**config.mk**
```make
export PLATFORM = sky130hd
export DESIGN_NAME = load_store_unit
export DESIGN_NICKNAME = d
export VERILOG_FILES = /design/src/rtl/lsu_pkg.sv /design/src/rtl/lsu_align.sv /design/src/rtl/load_store_unit.sv
export SDC_FILE = /design/constraint.sdc
export NUM_CORES = 1
export LEC_CHECK = 0
export CAP_MARGIN = 25
export CORE_ASPECT_RATIO = 0.8
export CORE_UTILIZATION = 47
export CTS_CLUSTER_DIAMETER = 30
export DETAILED_ROUTE_END_ITERATION = 10
export HOLD_SLACK_MARGIN = 0.05
export PLACE_DENSITY_LB_ADDON = 0.3
export SYNTH_ARGS = -nofsm -noshare
export SYNTH_HDL_FRONTEND = slang
export SYNTH_SLANG_ARGS = --single-unit
```
**constraint.sdc**
```tcl
create_clock -name clk -period 2.1 [get_ports clk]
set_input_delay 0.42 -clock clk [delete_from_list [all_inputs] [get_ports clk]]
set_output_delay 0.42 -clock clk [all_outputs]
set_load 0.01 [all_outputs]
```
**src/rtl/lsu_pkg.sv**
```systemverilog
// Shared types and constants for the load/store unit: FSM states, RISC-V
// width codes and the default data-memory size.
package lsu_pkg;

   localparam int MEM_BYTES_DEF = 128;

   typedef enum logic [2:0] {
      IDLE = 3'd0,
      RD   = 3'd1,
      MRG  = 3'd2,
      WR   = 3'd3,
      RESP = 3'd4
   } state_t;

   localparam logic [2:0] F3_B  = 3'b000;
   localparam logic [2:0] F3_H  = 3'b001;
   localparam logic [2:0] F3_W  = 3'b010;
   localparam logic [2:0] F3_BU = 3'b100;
   localparam logic [2:0] F3_HU = 3'b101;

   // Stores only know signed widths; the unsigned codes are load-only.
   function automatic logic f3_legal(input logic we, input logic [2:0] f3);
      logic ok;
      ok = (f3 == F3_B) || (f3 == F3_H) || (f3 == F3_W);
      if (!we) ok = ok || (f3 == F3_BU) || (f3 == F3_HU);
      return ok;
   endfunction

endpackage

```
**src/rtl/lsu_align.sv**
```systemverilog
// Byte-lane logic: load lane extraction with sign/zero extension, and store
// lane merging into a previously read word. Purely combinational.
module lsu_align
   import lsu_pkg::*;
(
   input  logic [2:0]  funct3_i,
   input  logic [1:0]  byte_off_i,
   input  logic [31:0] rd_word_i,
   input  logic [31:0] st_data_i,
   output logic [31:0] ld_data_o,
   output logic [31:0] st_word_o
);

   logic [4:0]  shamt;
   logic [31:0] lane;
   logic [31:0] mask;

   assign shamt = {byte_off_i, 3'b000};
   assign lane  = rd_word_i >> shamt;

   always_comb begin
      ld_data_o = rd_word_i;
      case (funct3_i)
         F3_B:    ld_data_o = {{24{lane[7]}}, lane[7:0]};
         F3_BU:   ld_data_o = {24'd0, lane[7:0]};
         F3_H:    ld_data_o = {{16{lane[15]}}, lane[15:0]};
         F3_HU:   ld_data_o = {16'd0, lane[15:0]};
         default: ld_data_o = rd_word_i;
      endcase
   end

   always_comb begin
      mask = 32'hFFFF_FFFF;
      case (funct3_i)
         F3_B:    mask = 32'h0000_00FF << shamt;
         F3_H:    mask = 32'h0000_FFFF << shamt;
         default: mask = 32'hFFFF_FFFF;
      endcase
   end

   assign st_word_o = (rd_word_i & ~mask) | ((st_data_i << shamt) & mask);

endmodule

```
**src/rtl/load_store_unit.sv**
```systemverilog
// Single-outstanding load/store unit: validates a request, then drives a
// word-wide memory with read, read-modify-write or direct write sequences.
module load_store_unit
   import lsu_pkg::*;
#(
   parameter int MEM_BYTES = MEM_BYTES_DEF
) (
   input  logic        clk,
   input  logic        rst_n,
   input  logic        req_valid,
   output logic        req_ready,
   input  logic        req_we,
   input  logic [2:0]  req_funct3,
   input  logic [31:0] req_addr,
   input  logic [31:0] req_wdata,
   output logic        resp_valid,
   output logic [31:0] resp_rdata,
   output logic        resp_err,
   output logic [31:0] address,
   output logic [31:0] write_data,
   output logic        mem_read,
   output logic        mem_write,
   input  logic [31:0] read_data
);

   localparam logic [31:0] LAST_WORD = 32'(MEM_BYTES - 4);

   state_t      state_q, state_d;
   logic        we_q;
   logic [2:0]  f3_q;
   logic [31:0] addr_q;
   logic [31:0] word_q;
   logic [31:0] rdata_q;
   logic        err_q;

   logic        req_err;
   logic        misaligned;
   logic        accept;
   logic [31:0] ld_data;
   logic [31:0] st_word;

   assign accept = (state_q == IDLE) && req_valid;

   always_comb begin
      misaligned = 1'b0;
      case (req_funct3)
         F3_H, F3_HU: misaligned = req_addr[0];
         F3_W:        misaligned = (req_addr[1:0] != 2'b00);
         default:     misaligned = 1'b0;
      endcase
   end

   assign req_err = !f3_legal(req_we, req_funct3) || misaligned ||
                    ({req_addr[31:2], 2'b00} > LAST_WORD);

   lsu_align u_align (
      .funct3_i   (f3_q),
      .byte_off_i (addr_q[1:0]),
      .rd_word_i  (read_data),
      .st_data_i  (word_q),
      .ld_data_o  (ld_data),
      .st_word_o  (st_word)
   );

   always_ff @(posedge clk or negedge rst_n) begin
      if (!rst_n) state_q <= IDLE;
      else        state_q <= state_d;
   end

   always_ff @(posedge clk or negedge rst_n) begin
      if (!rst_n) begin
         we_q    <= 1'b0;
         f3_q    <= 3'd0;
         addr_q  <= 32'd0;
         word_q  <= 32'd0;
         rdata_q <= 32'd0;
         err_q   <= 1'b0;
      end else if (accept) begin
         we_q    <= req_we;
         f3_q    <= req_funct3;
         addr_q  <= req_addr;
         word_q  <= req_wdata;
         rdata_q <= 32'd0;
         err_q   <= req_err;
      end else if (state_q == MRG) begin
         // Stores keep the merged word for WR; loads keep the extended lane.
         if (we_q) word_q  <= st_word;
         else      rdata_q <= ld_data;
      end
   end

   always_comb begin
      state_d = state_q;
      case (state_q)
         IDLE: begin
            if (req_valid) begin
               if (req_err)                        state_d = RESP;
               else if (req_we && req_funct3 == F3_W) state_d = WR;
               else                                state_d = RD;
            end
         end
         RD:      state_d = MRG;
         MRG:     state_d = we_q ? WR : RESP;
         WR:      state_d = RESP;
         RESP:    state_d = IDLE;
         default: state_d = IDLE;
      endcase
   end

   always_comb begin
      req_ready  = (state_q == IDLE);
      mem_read   = (state_q == RD);
      mem_write  = (state_q == WR);
      resp_valid = (state_q == RESP);
      resp_err   = (state_q == RESP) && err_q;
      resp_rdata = 32'd0;
      address    = 32'd0;
      write_data = 32'd0;
      if (state_q == RD || state_q == WR) address = {addr_q[31:2], 2'b00};
      if (state_q == WR) write_data = word_q;
      if (state_q == RESP && !err_q && !we_q) resp_rdata = rdata_q;
   end

endmodule
```
==> flow_summary_export.csv <==
group,metric,value,unit
outcome,outcome,"finished, violations left",
outcome,violations,"setup timing",
clock_network,clkTransAtPathRegs,0.07,ns
critical_path,crit_path_start_kind,"flip-flop",
timing,timing.final.ws_setup,-0.227,ns
floorplan,dieWidth,131,um
grt,grt_pass1_vias,6211,
timing,worst_pin_slew,0.528,ns
timing,slew_headroom,64.7,%
route,vias,6660,
critical_path,crit_required,1.68,ns
critical_path,cp-end-kind,"output pin",
synthesis,syn_inst,767,
critical_path,worstSetupPathType,"reg2out",
final_layout,drive_gt1_share,18.8,%
synthesis,synthTopCellsByCount,"nand2_1, dfrtp_1, and2_1",
placed_design,dp_cells,1127,
critical_path,crit_path_max_fanout,7,
job,maxCapViolCount,0,
min_path,hold_class,"in2async",
clock_network,clock-sinks,104,
critical_path,critPathArrivalTime,1.91,ns
power_and_ir_drop,peakVddDrop,0.000439,V
clock_network,holdBufCountCts,0,
timing,hold_ws,0.0393,ns
placed_design,gp_congestion,0.930,
synthesis,syn_area,6240,sq um
critical_path,crit_slowest_cell,"dfrtp_1",
timing,rsz0062_at_grt,"true",
clock_network,numCtsBuffers,9,
synthesis,synth_most_common_cell,"nand2_1",
placed_design,dp_hpwl,15600,um
route,first_pass_iters,5,
route,routed_wl,22000,um
grt,grt_usage,32.5,%
floorplan,die_area,13700,sq um
route,dr.first_iter.drc_count,886,
floorplan,start_util,48.3,%
timing,clock_skew,0.00638,ns
route,wl_per_cell,19.0,um
timing,min_period,2.33,ns
clock_network,clk_latency,0.35,ns
floorplan,io_pins,204,
synthesis,yosys_warnings,0,
power_and_ir_drop,p_leak,4.41,nW
grt,gr-total-overflow,0,
timing,tns,-11.02,ns
synthesis,synth_top_area_share,41.7,%
clock_network,cts_tree,"yes",
synthesis,yosysSeqAreaShare,41.7,%
synthesis,yosysTopAreaCell,"dfrtp_1",
synthesis,synthDistinctLibCells,43,
final_layout,final_nets,1082,
final_layout,syn_to_final_growth,48.8,%
timing,setup_viol,109,
clock_network,clockBufferDepth,2,
synthesis,synthTopCellsByArea,"dfrtp_1, nand2_1, and2_1",
synthesis,avgSynthCellArea,8.13,sq um
critical_path,worstPathBufferInverterCount,4,
route,drc_errors,0,
synthesis,synthFlopType,"dfrtp_1",
synthesis,synthArstFlopShare,100,%
floorplan,design.core.area,12900,sq um
final_layout,antennaDiodeCount,0,
timing,slew_violations,0,
timing,finalHoldViolCount,0,
synthesis,synth_enable_flop_cells,0,
grt,grt_max_degree,44,
clock_network,cts_root_buffer,"clkbuf_16",
timing,final.period_utilization,111,%
route,vias_per_cell,5.76,
grt,grt_pass1_wl,34100,um
critical_path,crit_chain,"nor2_2 > and2_4 > nor3b_4 > buf_6 > buf_16 > buf_4 > and2_1 > buf_2",
floorplan,num_rows,37,
placed_design,pre_cts_slack,-0.255,ns
critical_path,critPathMaxStageDelay,0.39,ns
critical_path,crit_family,"simple AND/OR/NAND/NOR gates",
route,ant_nets,0,
clock_network,h-tree-depth,3,
floorplan,die_h,105,um
grt,antenna_found_initial,0,
synthesis,ys_ff_latch,104,
final_layout,fin_cells,1157,
power_and_ir_drop,cellPowerDensity,600,nW/um^2
placed_design,port_buffers,201,
timing,timing.fmax,430,MHz
repair_timing:
action | 4_1_cts | 5_1_grt
gates resized for setup | 265 | 56
pin swaps | 10 | 15
endpoints found under the hold margin | 0 | 0
buffers inserted | 11 | 0
cloned | 4 | 1
setup endpoints to repair | 121 | 124
where the power goes:
group / total (W) / internal [W] / switching [W]
Sequential: 0.00246 / 0.00224 / 0.000223
Clock: 0.00155 / 0.000794 / 0.000760
Combinational: 0.00155 / 0.000709 / 0.000843
area by class of cell:
| class | count | area [sq um] |
|---|---|---|
| clock buffers | 9 | 225 |
| inverters | 26 | 97.6 |
| well taps | 175 | 219 |
| flip-flops and latches | 104 | 2600 |
| multi-input cells | 569 | 3370 |
| repair buffers | 269 | 2730 |
| fillers | 993 | 3630 |
| clock inverters | 5 | 35.0 |
final timing paths:
kind / startpoint / end / slack, ns / cells past startpoint
max in group asynchronous: rst_n / async pin / 1.48 / 2
min in group clk: addr_q[26] / addr_q[26] / 0.47 / 2
min: rst_n / state_q[1] / 0.04 / 1
min reg2reg: addr_q[26] / addr_q[26] / 0.47 / 2
max reg2reg: state_q[1] / flip-flop / -0.05 / 6
max: state_q[1] / resp_rdata[4] / -0.23 / 8
stage by stage:
step | util (%) | instance area (sq um) | total power, W
after floorplan | - | 6240 | 0.00324
after global routing | 71.9 | 9280 | 0.00581
after global placement | 67.3 | 8690 | 0.00389
final | 71.9 | 9280 | 0.00556
after CTS | 70.3 | 9070 | 0.00552
after detailed placement | 67.3 | 8690 | 0.00393
worst reg2reg max path: stages (launching register included):
cell,delay (ns)
dfrtp_1,0.39
buf_4,0.25
or4b_4,0.59
a311oi_4,0.34
buf_4,0.21
buf_16,0.14
a31oi_1,0.09
cells in the final DEF (no fill, tap or decap), types with 3 or more instances in the layout:
cell / n
or2_2: 3
buf_2: 3
a21o_1: 3
o2bb2ai_1: 8
buf_4: 50
buf_12: 8
clkdlybuf4s50_1: 102
a22oi_1: 23
clkdlybuf4s15_2: 20
nor4_1: 4
dlygate4sd2_1: 40
buf_6: 36
inv_1: 24
a31oi_1: 32
nor2_1: 25
mux2i_1: 27
nand4_1: 9
o211ai_1: 8
buf_16: 3
and2_4: 31
o21ai_1: 3
o22ai_1: 24
o221ai_1: 7
a211oi_1: 17
o21ai_0: 68
clkbuf_16: 10
dfrtp_1: 103
nand2b_1: 3
nand2_1: 160
and3_1: 38
clkbuf_2: 3
and2_1: 43
a21oi_1: 8
kinds of logic (layout without fill, tap and decap cells):
| logic type | after synthesis | in the layout | synth area share, % |
|---|---|---|---|
| multiplexers | 28 | 28 | 4.69 |
| buffers and inverters | 95 | 309 | 6.28 |
| other | 1 | 2 | 0.0601 |
| AO/OA/AOI/OAI | 204 | 204 | 20.9 |
| AND/OR/NAND/NOR | 335 | 335 | 26.4 |
| flip-flops | 104 | 104 | 41.7 |
metal layers:
| layer | vias to the layer above | global-route usage (%) | routed length [um] |
|---|---|---|---|
| li1 | 3108 | - | - |
| met1 | 3095 | 48.6 | 9590 |
| met2 | 415 | 47.5 | 9640 |
| met3 | 42 | 6.50 | 2340 |
| met4 | 0 | 8.54 | 452 |
| met5 | - | 0 | 0 |
Power figures use the tool's default switching activity.
